**src/rtl/reaction_round_controller.sv**
```systemverilog
// Reaction-timer round sequencer: random wait, stimulus lamp, timing, false-start/timeout, best time.
// Optional macro LAST_TIME_EN adds the LastTime output holding the most recent valid reaction time.
module reaction_round_controller #(
  parameter int unsigned MIN_DELAY = 50,
  parameter int unsigned WAIT_W    = 8
) (
  input  logic        Clock,
  input  logic        Reset,
  input  logic        Tick,
  input  logic        Start,
  input  logic        Stop,
  input  logic [6:0]  RandVal,
  input  logic [11:0] BcdIn,
  output logic        RandEn,
  output logic        CountClear,
  output logic        CountEn,
  output logic        LED,
  output logic        Foul,
  output logic [11:0] BestTime,
  output logic [3:0]  RoundCount,
`ifdef LAST_TIME_EN
  output logic [11:0] LastTime,
`endif
  output logic [2:0]  State
);

  localparam int unsigned BCD_W = 12;
  localparam int unsigned RND_W = 4;
  localparam int unsigned ST_W  = 3;
  localparam logic [BCD_W-1:0] BCD_MAX = BCD_W'(12'h999);
  localparam logic [RND_W-1:0] RND_MAX = RND_W'(15);

  typedef enum logic [ST_W-1:0] {
    IDLE = 3'd0,
    ARM  = 3'd1,
    GO   = 3'd2,
    DONE = 3'd3,
    FOUL = 3'd4
  } state_t;

  state_t             state_q, state_n;
  logic [WAIT_W-1:0]  wait_q, wait_n, wait_load;
  logic               start_d, stop_d;
  logic               start_edge, stop_edge;
  logic [BCD_W-1:0]   best_n;
  logic [RND_W-1:0]   rounds_n;
  logic               count_en_n;
`ifdef LAST_TIME_EN
  logic [BCD_W-1:0]   last_n;
`endif

  assign State = ST_W'(state_q);

  // Next-state and next-value logic; Stop rules take priority over Start in every state.
  always_comb begin
    state_n    = state_q;
    wait_n     = wait_q;
    best_n     = BestTime;
    rounds_n   = RoundCount;
    count_en_n = 1'b0;
`ifdef LAST_TIME_EN
    last_n     = LastTime;
`endif
    start_edge = Start & ~start_d;
    stop_edge  = Stop & ~stop_d;
    wait_load  = WAIT_W'(MIN_DELAY) + WAIT_W'(RandVal);

    unique case (state_q)
      IDLE, DONE, FOUL: begin
        if (start_edge) begin
          state_n = ARM;
          wait_n  = wait_load;
        end
      end
      ARM: begin
        if (stop_edge) begin
          state_n = FOUL;
        end else if (Tick) begin
          wait_n = wait_q - WAIT_W'(1);
          if (wait_q == WAIT_W'(1)) state_n = GO;
        end
      end
      GO: begin
        count_en_n = Tick & ~stop_edge;
        if (stop_edge) begin
          state_n = DONE;
          if (BcdIn < BestTime) best_n = BcdIn;
          if (RoundCount != RND_MAX) rounds_n = RoundCount + RND_W'(1);
`ifdef LAST_TIME_EN
          last_n = BcdIn;
`endif
        end else if (Tick && (BcdIn == BCD_MAX)) begin
          state_n = FOUL;
`ifdef LAST_TIME_EN
          last_n = '0;
`endif
        end
      end
      default: state_n = IDLE;
    endcase
  end

  // Registered state and outputs; lamp/flags follow the state being entered.
  always_ff @(posedge Clock) begin
    if (Reset) begin
      state_q    <= IDLE;
      wait_q     <= '0;
      start_d    <= 1'b0;
      stop_d     <= 1'b0;
      BestTime   <= BCD_MAX;
      RoundCount <= '0;
      RandEn     <= 1'b1;
      CountClear <= 1'b1;
      CountEn    <= 1'b0;
      LED        <= 1'b0;
      Foul       <= 1'b0;
`ifdef LAST_TIME_EN
      LastTime   <= '0;
`endif
    end else begin
      state_q    <= state_n;
      wait_q     <= wait_n;
      start_d    <= Start;
      stop_d     <= Stop;
      BestTime   <= best_n;
      RoundCount <= rounds_n;
      RandEn     <= (state_n == IDLE);
      CountClear <= (state_n == IDLE) || (state_n == ARM);
      CountEn    <= count_en_n;
      LED        <= (state_n == GO);
      Foul       <= (state_n == FOUL);
`ifdef LAST_TIME_EN
      LastTime   <= last_n;
`endif
    end
  end

endmodule

```
**config.mk**
```make
export PLATFORM = sky130hd
export DESIGN_NAME = reaction_round_controller
export DESIGN_NICKNAME = d
export VERILOG_FILES = /design/src/rtl/reaction_round_controller.sv
export SDC_FILE = /design/constraint.sdc
export NUM_CORES = 1
export LEC_CHECK = 0
export BUFFER_PORTS_ARGS = -buffer_cell sky130_fd_sc_hd__buf_2
export CAP_MARGIN = 25
export CORE_ASPECT_RATIO = 1.4
export CORE_MARGIN = 2
export CORE_UTILIZATION = 49
export DETAILED_ROUTE_END_ITERATION = 10
export MAX_ROUTING_LAYER = met4
export PLACE_DENSITY = 0.84
export SKIP_CTS_REPAIR_TIMING = 1
export SYNTH_ARGS = -nofsm -noshare
export SYNTH_HDL_FRONTEND = slang
export SYNTH_SLANG_ARGS = --single-unit
```
**constraint.sdc**
```tcl
create_clock -name Clock -period 2.92 [get_ports Clock]
set_input_delay 0.876 -clock Clock [delete_from_list [all_inputs] [get_ports Clock]]
set_output_delay 0.876 -clock Clock [all_outputs]
set_load 0.05 [all_outputs]
```
After elaboration in Yosys (flattened, before gate mapping):

Index checks and enable logic that the tools add are counted.

* register bits: 34
* bits of input ports: 24
* output and inout port bits: 24
* logic and storage cells: 56

* add/subtract/negate cells: 3
* order comparisons: 1
* eq/ne operators: 13
* mux-type cells: 11
* bitwise logic cells: 7
* reductions and logical operators: 10

Operators with widths (count)
* $mux 8: 3
* $mux 3: 6
* $pmux 8 s2: 1
* $eq 12x12->1 const B: 1
* $lt 12x12->1: 1
* $eq 3x2->1 const B: 3
* $pmux 3 s3: 1
* $add 6x7->8 const A: 1
* $eq 8x1->1 const B: 1
* $sub 8x1->8 const B: 1
* $eq 3x1->1 const B: 2
* $eq 3x3->1 const B: 2
* $logic_not 3->1: 2
* $ne 2x2->1 const B: 3
* $reduce_and 3->1: 2
* $add 4x1->4 const B: 1
* $ne 4x4->1 const B: 1
* $not 1->1: 4
* $reduce_and 4->1: 1
* $and 1x1->1: 3
* $reduce_or 3->1: 1
* $reduce_bool 2->1: 1
* $reduce_or 2->1: 1
* $logic_and 1x1->1: 1
* $logic_or 1x1->1: 1

Longest topological paths before layout:

Gate-level depths: netlist of the first run.

* depth in word-level cells: 7
* gate-level depth with buffers: 8
* gate-level depth less buffers: 7

Worst setup path after synthesis of the first run:

No wires, ideal clock.

* path type: input -> register
* start point: input port BcdIn[2]
* end point: register BestTime[1]
* setup time: 95 ps
* arrival time: 2308 ps
* required time: 2825 ps
* slack: 516 ps
* stages on the path: 7
* buffers on the path: 1
* cell sequence: ha_1 a211oi_1 o21ai_0 a21oi_2 clkbuf_1 nand4_1 o311ai_1

* word-level cells in the longest chain between the ends: 2

RTL lines
* start, declared: line 13 `input logic [11:0] BcdIn,`
* $lt 12x12->1: line 87 `if (BcdIn < BestTime) best_n = BcdIn;`
* $reduce_and 3->1 (no line)
* end signal, assigned: line 125 `BestTime <= best_n;`
* end, declared: line 19 `output logic [11:0] BestTime,`

Every way passes these cells.
A chain may end at the register's enable or synchronous reset.

Final worst setup path of the first run:

* start point: input port BcdIn[9]
* end point: register BestTime[4]

The elaborated chain is that of the path after synthesis.

==> results of run 1 <==
registers in the layout (all words and copies together) (netlist names):
register / count
CountEn: 1
wait_q: 8
State: 3
BestTime: 12
CountClear: 1
RoundCount: 4
RandEn: 1
Foul: 1
stop_d: 1
LED: 1
start_d: 1
final cells by class:
class | instances | area (um^2)
Clock buffer | 5 | 68.8
Clock inverter | 2 | 10.0
Fill cell | 402 | 1710
Inverter | 16 | 60.1
Multi-Input combinational cell | 183 | 1290
Sequential cell | 34 | 681
Tap cell | 45 | 56.3
Timing Repair Buffer | 51 | 265
kinds of logic after synthesis:
logic type                 count (synthesis)  synth area share, %
AOI/OAI and AO/OA                         65                 21.7
xor gates and xnor gates                   7                 2.95
adders and majority gates                 15                 9.04
buffers and inverters                     26                 5.30
DFF                                       34                 32.8
muxes                                      9                 4.70
and+or+nand+nor                           87                 23.6
worst paths after layout:
| check | startpoint | endpoint | slack (ns) | depth (start not counted) |
|---|---|---|---|---|
| hold / removal | wait_q[5] | wait_q[5] | 0.51 | 2 |
| hold reg to reg | wait_q[5] | wait_q[5] | 0.51 | 2 |
| setup reg to reg | BestTime[9] | BestTime[4] | 1.01 | 8 |
| setup / recovery | BcdIn[9] | BestTime[4] | 0.68 | 8 |
worst max-delay path: stages:
cell	delay, ns
buf_2	0.12
ha_1	0.31
a211oi_1	0.21
nor2_1	0.10
nor3_4	0.11
buf_4	0.26
o21a_1	0.29
o211ai_1	0.13
layout by cell type (no fill, tap or decap), types with 2 or more instances in the layout:
| master | synthesis | routed |
|---|---|---|
| buf_4 | 1 | 4 |
| nor4_1 | 2 | 2 |
| a32oi_1 | 2 | 2 |
| buf_2 | 1 | 47 |
| nor3_4 | 2 | 2 |
| o31ai_1 | 2 | 2 |
| nor3b_1 | 2 | 2 |
| o311ai_1 | 6 | 6 |
| xnor2_1 | 2 | 2 |
| o211ai_1 | 14 | 14 |
| mux2_1 | 6 | 6 |
| a211oi_1 | 2 | 2 |
| nand2_1 | 21 | 21 |
| inv_1 | 15 | 15 |
| nand4_1 | 10 | 10 |
| mux2i_1 | 3 | 3 |
| dfxtp_1 | 34 | 34 |
| nand2b_1 | 3 | 3 |
| nand3_1 | 7 | 7 |
| nor3_1 | 3 | 3 |
| clkbuf_8 | 0 | 5 |
| o21a_1 | 3 | 3 |
| a21oi_1 | 15 | 15 |
| a31oi_1 | 3 | 3 |
| nand4b_1 | 2 | 2 |
| nor2_1 | 18 | 18 |
| ha_1 | 15 | 15 |
| a21o_1 | 2 | 2 |
| o21ai_0 | 11 | 11 |
| xor2_1 | 5 | 5 |
| clkinv_2 | 0 | 2 |
| nor2b_1 | 6 | 6 |
report_power, final:
part	switching, mW	leakage, nW	internal, mW
clock	0.170	0.0438	0.160
combinational	0.126	0.689	0.0735
sequential	0.0161	0.277	0.481
total	0.312	1.01	0.714
through the flow:
stage | std cells | hold WS [ns] | instance area [um^2] | util, %
floorplan | 243 | 0.460 | 2080 | -
global placement | 329 | 0.476 | 2350 | 56.8
detailed placement | 329 | 0.499 | 2350 | 56.8
CTS | 336 | 0.509 | 2430 | 58.7
global route | 336 | 0.534 | 2430 | 58.7
finish | 336 | 0.506 | 2430 | 58.7
layer usage:
metal / GRT usage, % / share of wire [%] / vias to the layer above
met5: - / 0 / -
met4: 10.2 / 2.2 / 0
met3: 4.14 / 4.0 / 8
met2: 37.8 / 52 / 50
met1: 23.5 / 41 / 933
li1: - / - / 988
==> results.py, run 1 <==
metrics = {
    "outcome": {
        "status": "completed",
    },
    "clock_network": {
        "clk_path_buf_depth": 2,
        "cts_tree": "built",
        "clkTransAtPathRegs_ns": 0.07,
        "htreeDepth": 2,
        "cts-buffers-inserted": 5,
        "clock_latency_ns": 0.29,
        "numClockSinks": 34,
        "root_buffer": "clkbuf_8",
    },
    "placement": {
        "pre_cts_slack_ns": 0.397,
        "gp_congestion": 0.886,
        "portBuffers": 47,
        "dpl.hpwl_mm": 3.59,
    },
    "synthesis": {
        "netlist_area_mm2": 0.00208,
        "async_reset_ff_share_pct": 0,
        "synth_area_leaders": "dfxtp_1, ha_1, o211ai_1, nand2_1, a21oi_1",
        "synth.avg_cell_area_um2": 8.55,
        "synth-edff-count": 0,
        "yosysMostFrequentCell": "dfxtp_1",
        "synthTopCellsByCount": "dfxtp_1, nand2_1, nor2_1",
        "synth-seq-cells": 34,
        "synth_cell_types": 49,
        "yosys.area.top_type": "dfxtp_1",
        "ys_seq_area_share_pct": 32.8,
        "syn-num-nets": 282,
        "synth-main-ff-cell": "dfxtp_1",
        "syn_inst": 243,
        "synth_warnings": 0,
        "synth_top_area_share_pct": 32.8,
    },
    "route": {
        "wl_per_cell_um": 14.1,
        "drc": 0,
        "viasPerCell": 5.89,
        "firstDrtPassIters": 4,
        "antenna_left": 0,
        "drt_iter0_drc": 54,
        "finalWirelength_mm": 4.74,
        "vias": 1979,
    },
    "setup_path": {
        "path_max_fanout": 19,
        "critPathCaptureType": "register",
        "crit_arrival_ns": 2.40,
        "required_ns": 3.08,
        "worstSetupStartpointType": "input pin",
        "critical_path_class": "in2reg",
    },
    "floorplanning": {
        "initial_core_util_pct": 50.2,
        "rows": 28,
        "core_area_mm2": 0.00413,
        "fp.dieH_um": 81.0,
        "die_w_um": 59.0,
        "design.die.area_mm2": 0.00478,
        "ioPinCount": 48,
    },
    "grt": {
        "grtUsageTotal_pct": 21.8,
        "grt_pass1_vias": 1722,
        "grt-ovfl-total": 0,
        "antenna_found_initial": 0,
        "grt_pass1_wl_mm": 7.79,
        "grt_max_degree": 20,
    },
    "sta": {
        "final_max_slew_viol_count": 0,
        "grt_setup_unrepaired": "false",
        "finalCriticalPeriod_ns": 2.24,
        "setup_viol": 0,
        "finClkSkew_ns": 0.00464,
        "worst_pin_slew_ns": 0.599,
        "post-route-period-util_pct": 76.7,
        "max_slew_margin_pct": 60.0,
        "setup_tns_ns": 0,
        "fmax_mhz": 447,
        "hold_violations": 0,
        "setup_ws_ns": 0.681,
    },
    "finish": {
        "num_antenna_cells": 0,
        "nNetsFinal": 330,
        "drive_above_1_share_pct": 23.4,
        "syn_to_final_growth_pct": 16.9,
    },
    "power_and_ir_drop": {
        "p_leak_nw": 1.01,
        "power_mw": 1.03,
        "ir_drop_v": 0.000245,
        "p_per_area_mw_per_mm2": 423,
    },
    "job": {
        "cap_violations": 0,
    },
    "min_path": {
        "hold_path.class": "reg2reg",
    },
}
Note: power is estimated with default switching activity, not from simulation.
==> run 2, diff against run 1 <==
--- a/config.mk
+++ b/config.mk
@@ -5,6 +5,7 @@
 export SDC_FILE = /design/constraint.sdc
 export NUM_CORES = 1
 export LEC_CHECK = 0
+export ABC_AREA = 1
 export BUFFER_PORTS_ARGS = -buffer_cell sky130_fd_sc_hd__buf_2
 export CAP_MARGIN = 25
 export CORE_ASPECT_RATIO = 1.4
@@ -12,7 +13,7 @@
 export CORE_UTILIZATION = 49
 export DETAILED_ROUTE_END_ITERATION = 10
 export MAX_ROUTING_LAYER = met4
-export PLACE_DENSITY = 0.84
+export PLACE_DENSITY = 0.86
 export SKIP_CTS_REPAIR_TIMING = 1
 export SYNTH_ARGS = -nofsm -noshare
 export SYNTH_HDL_FRONTEND = slang
==> constraint.sdc (replaced) <==
create_clock -name Clock -period 2.05 [get_ports Clock]
set_input_delay 0.615 -clock Clock [delete_from_list [all_inputs] [get_ports Clock]]
set_output_delay 0.615 -clock Clock [all_outputs]
set_load 0.05 [all_outputs]
==> results.py, run 2 <==
metrics = {
    "sta": {
        "setup_viol": 0,
        "setup_tns_ns": 0,
        "finalCriticalPeriod_ns": 1.74,
        "finClkSkew_ns": 0.00856,
        "worst_pin_slew_ns": 0.604,
        "fmax_mhz": 575,
        "max_slew_margin_pct": 59.4,
        "final_max_slew_viol_count": 0,
        "hold_violations": 0,
        "post-route-period-util_pct": 84.9,
        "grt_setup_unrepaired": "false",
    },
    "floorplanning": {
        "core_area_mm2": 0.00417,
        "initial_core_util_pct": 50.1,
        "fp.dieH_um": 81.2,
        "design.die.area_mm2": 0.00481,
        "die_w_um": 59.2,
        "ioPinCount": 48,
        "rows": 28,
    },
    "power_and_ir_drop": {
        "p_per_area_mw_per_mm2": 693,
        "p_leak_nw": 1.30,
        "ir_drop_v": 0.000343,
    },
    "grt": {
        "grt_pass1_wl_mm": 7.81,
        "grt_pass1_vias": 1939,
        "grtUsageTotal_pct": 21.7,
        "grt-ovfl-total": 0,
        "grt_max_degree": 17,
        "antenna_found_initial": 0,
    },
    "synthesis": {
        "synth-main-ff-cell": "dfxtp_1",
        "synth-seq-cells": 34,
        "synthTopCellsByCount": "nand2_1, nor2_1, inv_1",
        "synth-xor-area-share_pct": 1.68,
        "async_reset_ff_share_pct": 0,
        "synth_cell_types": 32,
        "synth.avg_cell_area_um2": 6.63,
        "synth-edff-count": 0,
        "synth_area_leaders": "dfxtp_1, nand2_1, nor2_1, ha_1, inv_1",
        "synth_warnings": 0,
        "syn-num-nets": 354,
        "ys_seq_area_share_pct": 32.6,
        "synth_top_family_by_area": "simple AND/OR/NAND/NOR gates",
        "yosys.area_share.simple_pct": 35.3,
        "synth_compound_area_share_pct": 9.95,
        "synthAdderAreaFrac_pct": 8.99,
        "netlist_area_mm2": 0.00209,
        "yosysMostFrequentCell": "nand2_1",
        "syn_inst": 315,
        "yosys.area.top_type": "dfxtp_1",
        "synth_top_area_share_pct": 32.6,
        "synth.area.mux_share_pct": 0.479,
    },
    "clock_network": {
        "numClockSinks": 34,
        "htreeDepth": 2,
        "root_buffer": "clkbuf_8",
        "clk_path_buf_depth": 2,
        "clkTransAtPathRegs_ns": 0.07,
        "cts-buffers-inserted": 5,
        "clock_latency_ns": 0.29,
        "cts_tree": "built",
    },
    "finish": {
        "most-common-layout-cells": "nand2_1, nor2_1, buf_2",
        "reg_top3": "BestTime (12), wait_q (8), RoundCount (4)",
        "largest_reg_flops": 12,
        "drive_above_1_share_pct": 20.7,
        "finalNonFillerCells": 412,
        "postLayoutCoreUtil_pct": 59.0,
        "nNetsFinal": 406,
        "final_common_cell": "nand2_1",
        "num_antenna_cells": 0,
        "regMostFlops": "BestTime",
        "syn_to_final_growth_pct": 17.9,
    },
    "job": {
        "cap_violations": 0,
    },
    "setup_path": {
        "critPathCaptureType": "register",
        "worstSetupStartpointType": "input pin",
        "required_ns": 2.23,
        "critical_path_class": "in2reg",
        "reg2reg_depth": 11,
        "crit_arrival_ns": 1.92,
        "path_max_fanout": 6,
    },
    "outcome": {
        "status": "completed",
    },
    "route": {
        "wl_per_cell_um": 11.4,
        "antenna_left": 0,
        "finalWirelength_mm": 4.69,
        "drt_iter0_drc": 115,
        "firstDrtPassIters": 4,
        "viasPerCell": 5.16,
        "vias": 2126,
        "drc": 0,
    },
    "min_path": {
        "hold_path.class": "reg2reg",
        "whs_path_depth": 2,
    },
    "placement": {
        "dpl.hpwl_mm": 3.70,
        "gp_congestion": 0.939,
        "portBuffers": 47,
        "dp.cells": 405,
    },
}
run 2: layout make-up:
class / count / area [um^2]
flip-flops and latches: 34 / 681
clock buffers: 5 / 68.8
fillers: 413 / 1710
well taps: 45 / 56.3
repair buffers: 51 / 278
multi-input cells: 225 / 1180
clock inverters: 2 / 10.0
inverters: 50 / 190
run 2: metrics by stage:
step	worst slack (ns)	hold slack, ns	instance area, um^2	power [mW]
2_1_floorplan	0.182	0.468	2090	1.13
3_3_place_gp	0.0302	0.460	2380	1.24
3_5_place_dp	0.0219	0.467	2380	1.25
4_1_cts	0.328	0.486	2460	1.72
5_1_grt	0.133	0.508	2460	1.82
6_report	0.310	0.479	2460	1.70
run 2: metal layers:
metal	vias up	global-route usage (%)	wire [um]
met5	-	-	0
met4	0	10.2	102
met3	10	3.98	180
met2	60	38.3	2420
met1	954	22.9	1990
li1	1102	-	-
run 2: logic make-up (layout without fill, tap and decap cells):
logic type	Yosys count	after routing
multiplexers	1	1
buffers and inverters	56	108
adder cells (fa/ha/maj)	15	15
AND/OR/NAND/NOR	167	167
AO/OA/AOI/OAI	38	38
flip-flops	34	34
XOR/XNOR	4	4
run 2: final timing paths:
path | startpoint | end | slack [ns]
max | BcdIn[11] | BestTime[5] | 0.31
min | BestTime[4] | BestTime[4] | 0.48
max reg2reg | BestTime[10] | BestTime[5] | 0.35
min reg2reg | BestTime[4] | BestTime[4] | 0.48
run 2: worst max-delay path, cell delays in order:
cell	delay, ns
buf_2	0.12
ha_1	0.29
nand2_1	0.07
nor2_1	0.20
and2_1	0.17
nand2_1	0.07
nand3_1	0.07
nor2_1	0.04
buf_4	0.15
nor2_1	0.09
nor2_1	0.05
run 2: where the power goes:
part           internal, mW  switching (mW)  leakage, nW
registers             0.708          0.0419        0.277
logic                 0.172           0.314        0.977
clock network         0.228           0.241       0.0438
==> run 3, diff against run 2 <==
--- a/config.mk
+++ b/config.mk
@@ -13,7 +13,7 @@
 export CORE_UTILIZATION = 49
 export DETAILED_ROUTE_END_ITERATION = 10
 export MAX_ROUTING_LAYER = met4
-export PLACE_DENSITY = 0.86
+export PLACE_DENSITY = 0.84
 export SKIP_CTS_REPAIR_TIMING = 1
 export SYNTH_ARGS = -nofsm -noshare
 export SYNTH_HDL_FRONTEND = slang
==> constraint.sdc (replaced) <==
create_clock -name Clock -period 1.7 [get_ports Clock]
set_input_delay 0.51 -clock Clock [delete_from_list [all_inputs] [get_ports Clock]]
set_output_delay 0.51 -clock Clock [all_outputs]
set_load 0.05 [all_outputs]
==> results.py, run 3 (synthesis gave the netlist of run 2 again) <==
metrics = {
    "setup_path": {
        "crit_cells": 10,
        "timing.rr.start": "BestTime[10]",
        "crit_chain": "inv_1 > ha_1 > nand2_2 > nor2_2 > and2_1 > nand2_1 > nand3_2 > nor2_4 > nor2_1 > nor2_1",
        "r2r_end": "BestTime[9]",
        "path_max_fanout": 6,
        "crit_family": "simple AND/OR/NAND/NOR gates",
        "ff2ff_setup_slack_ns": 0.11,
        "worstSetupStartpointType": "register",
        "crit_buf_inv": 1,
        "critical_path_class": "reg2reg",
        "cp-startpoint": "BestTime[10]",
        "reg2reg_depth": 10,
        "cp_slowest_stage_delay_ns": 0.34,
        "required_ns": 1.88,
        "crit_arrival_ns": 1.77,
        "crit_slowest_cell": "dfxtp_2",
        "cpMostUsedCell": "nor2_1",
        "critPathCaptureType": "register",
        "crit_end": "BestTime[9]",
    },
    "clock_network": {
        "cts-buffers-inserted": 5,
        "root_buffer": "clkbuf_8",
        "htreeDepth": 2,
        "numClockSinks": 34,
        "clk_path_buf_depth": 2,
        "cts_tree": "built",
        "clkTransAtPathRegs_ns": 0.07,
        "clock_latency_ns": 0.28,
    },
    "finish": {
        "regMostFlops": "BestTime",
        "nNetsFinal": 420,
        "syn_to_final_growth_pct": 29.4,
        "final_common_cell": "nor2_1",
        "largest_reg_flops": 12,
        "num_antenna_cells": 0,
        "reg_top3": "BestTime (12), wait_q (8), RoundCount (4)",
        "finalInstanceArea_mm2": 0.00270,
        "fill_cells": 367,
        "most-common-layout-cells": "nor2_1, nand2_1, buf_2",
        "drive_above_1_share_pct": 30.6,
    },
    "route": {
        "antenna_left": 0,
        "viasPerCell": 5.18,
        "firstDrtPassIters": 4,
        "vias": 2213,
        "finalWirelength_mm": 5.42,
        "drt_iter0_drc": 113,
        "wl_per_cell_um": 12.7,
        "drc": 0,
    },
    "outcome": {
        "status": "completed",
    },
    "grt": {
        "antenna_found_initial": 0,
        "grtUsageTotal_pct": 23.4,
        "grt_pass1_vias": 2067,
        "grt_max_degree": 13,
        "grt-ovfl-total": 0,
        "grt_pass1_wl_mm": 8.42,
    },
    "sta": {
        "post-route-period-util_pct": 93.6,
        "max_slew_margin_pct": 61.2,
        "setup_viol": 0,
        "hold_violations": 0,
        "finalCriticalPeriod_ns": 1.59,
        "finClkSkew_ns": 0.00400,
        "fmax_mhz": 629,
        "hold_ws_ns": 0.451,
        "final_max_slew_viol_count": 0,
        "worst_pin_slew_ns": 0.577,
    },
    "power_and_ir_drop": {
        "p_seq_share_pct": 36.7,
        "p_leak_nw": 1.40,
        "p_per_area_mw_per_mm2": 911,
        "switching_power_uw": 750,
        "power_mw": 2.46,
        "p_int_mw": 1.71,
        "ir_drop_v": 0.000657,
        "p_comb_share_pct": 25.6,
        "sw_frac_of_total_pct": 30.5,
        "clock_power_share_pct": 37.6,
    },
    "placement": {
        "portBuffers": 47,
        "placed_cell_area_mm2": 0.00249,
        "dpl.hpwl_mm": 4.06,
        "gp_congestion": 0.938,
    },
    "job": {
        "cap_violations": 0,
    },
    "floorplanning": {
        "ioPinCount": 48,
        "initial_core_util_pct": 50.1,
        "core_area_mm2": 0.00417,
        "fp.dieH_um": 81.2,
        "design.die.area_mm2": 0.00481,
        "rows": 28,
        "die_w_um": 59.2,
    },
    "min_path": {
        "hold_path.class": "in2reg",
        "whs_path_depth": 3,
    },
}
run 3: cell types whose count changed in the layout (fill, tap and decap cells not counted), moves of 2 or more:
cell,before,now
nand2_2,3,8
nor2_1,58,56
dfxtp_1,34,21
a21oi_2,1,4
bufinv_16,0,2
ha_4,0,2
clkinv_2,2,0
ha_1,15,13
buf_4,3,17
dfxtp_2,0,13
a21oi_1,15,12
nand2_1,60,55
run 3: layout make-up:
cell class                      count  area, um^2  share of cell area (%)
Clock inverter                      2        60.1                    2.22
Tap cell                           45        56.3                    2.08
Inverter                           50         190                    7.04
Timing Repair Buffer               65         374                    13.8
Multi-Input combinational cell    225        1240                    45.9
Clock buffer                        6        82.6                    3.06
Sequential cell                    34         697                    25.8
run 3: through the flow:
stage                     util (%)  instances  TNS, ns  worst slack [ns]
final                         64.8        427        0             0.110
after detailed placement      59.8        419    -2.29            -0.272
after global routing          64.8        427  -0.0393           -0.0187
after global placement        59.8        419    -1.66            -0.171
after floorplan                  -        315        0           0.00763
after CTS                     63.2        427   -0.365           -0.0746
run 3: worst reg2reg max path: stages (launching register included):
cell and delay (ns):
dfxtp_2 0.34, inv_1 0.05, ha_1 0.29, nand2_2 0.07
nor2_2 0.19, and2_1 0.16, nand2_1 0.07, nand3_2 0.10
nor2_4 0.06, nor2_1 0.10, nor2_1 0.05
run 3: worst min path at each step:
stage | startpoint | end | slack [ns]
floorplan | wait_q[7] | wait_q[7] | 0.47
global placement | BestTime[7] | BestTime[7] | 0.44
detailed placement | BestTime[7] | BestTime[7] | 0.44
CTS | Start | start_d | 0.45
global route | BestTime[7] | BestTime[7] | 0.48
finish | Start | start_d | 0.45
run 3: power groups by stage:
stage	clock (mW)	sequential (mW)	combinational, mW
2_1_floorplan	0	0.961	0.406
3_3_place_gp	0	0.918	0.596
3_5_place_dp	0	0.920	0.609
4_1_cts	0.939	0.902	0.615
5_1_grt	0.970	0.912	0.710
6_report	0.926	0.904	0.631
run 3: layer usage:
layer  routed length (um)  global-route usage [%]  part of all wire (%)
met1                 2070                    21.2                    38
met2                 2960                    45.8                    55
met3                  261                    5.10                   4.8
met4                  138                    9.09                   2.5
met5                    0                       -                     0
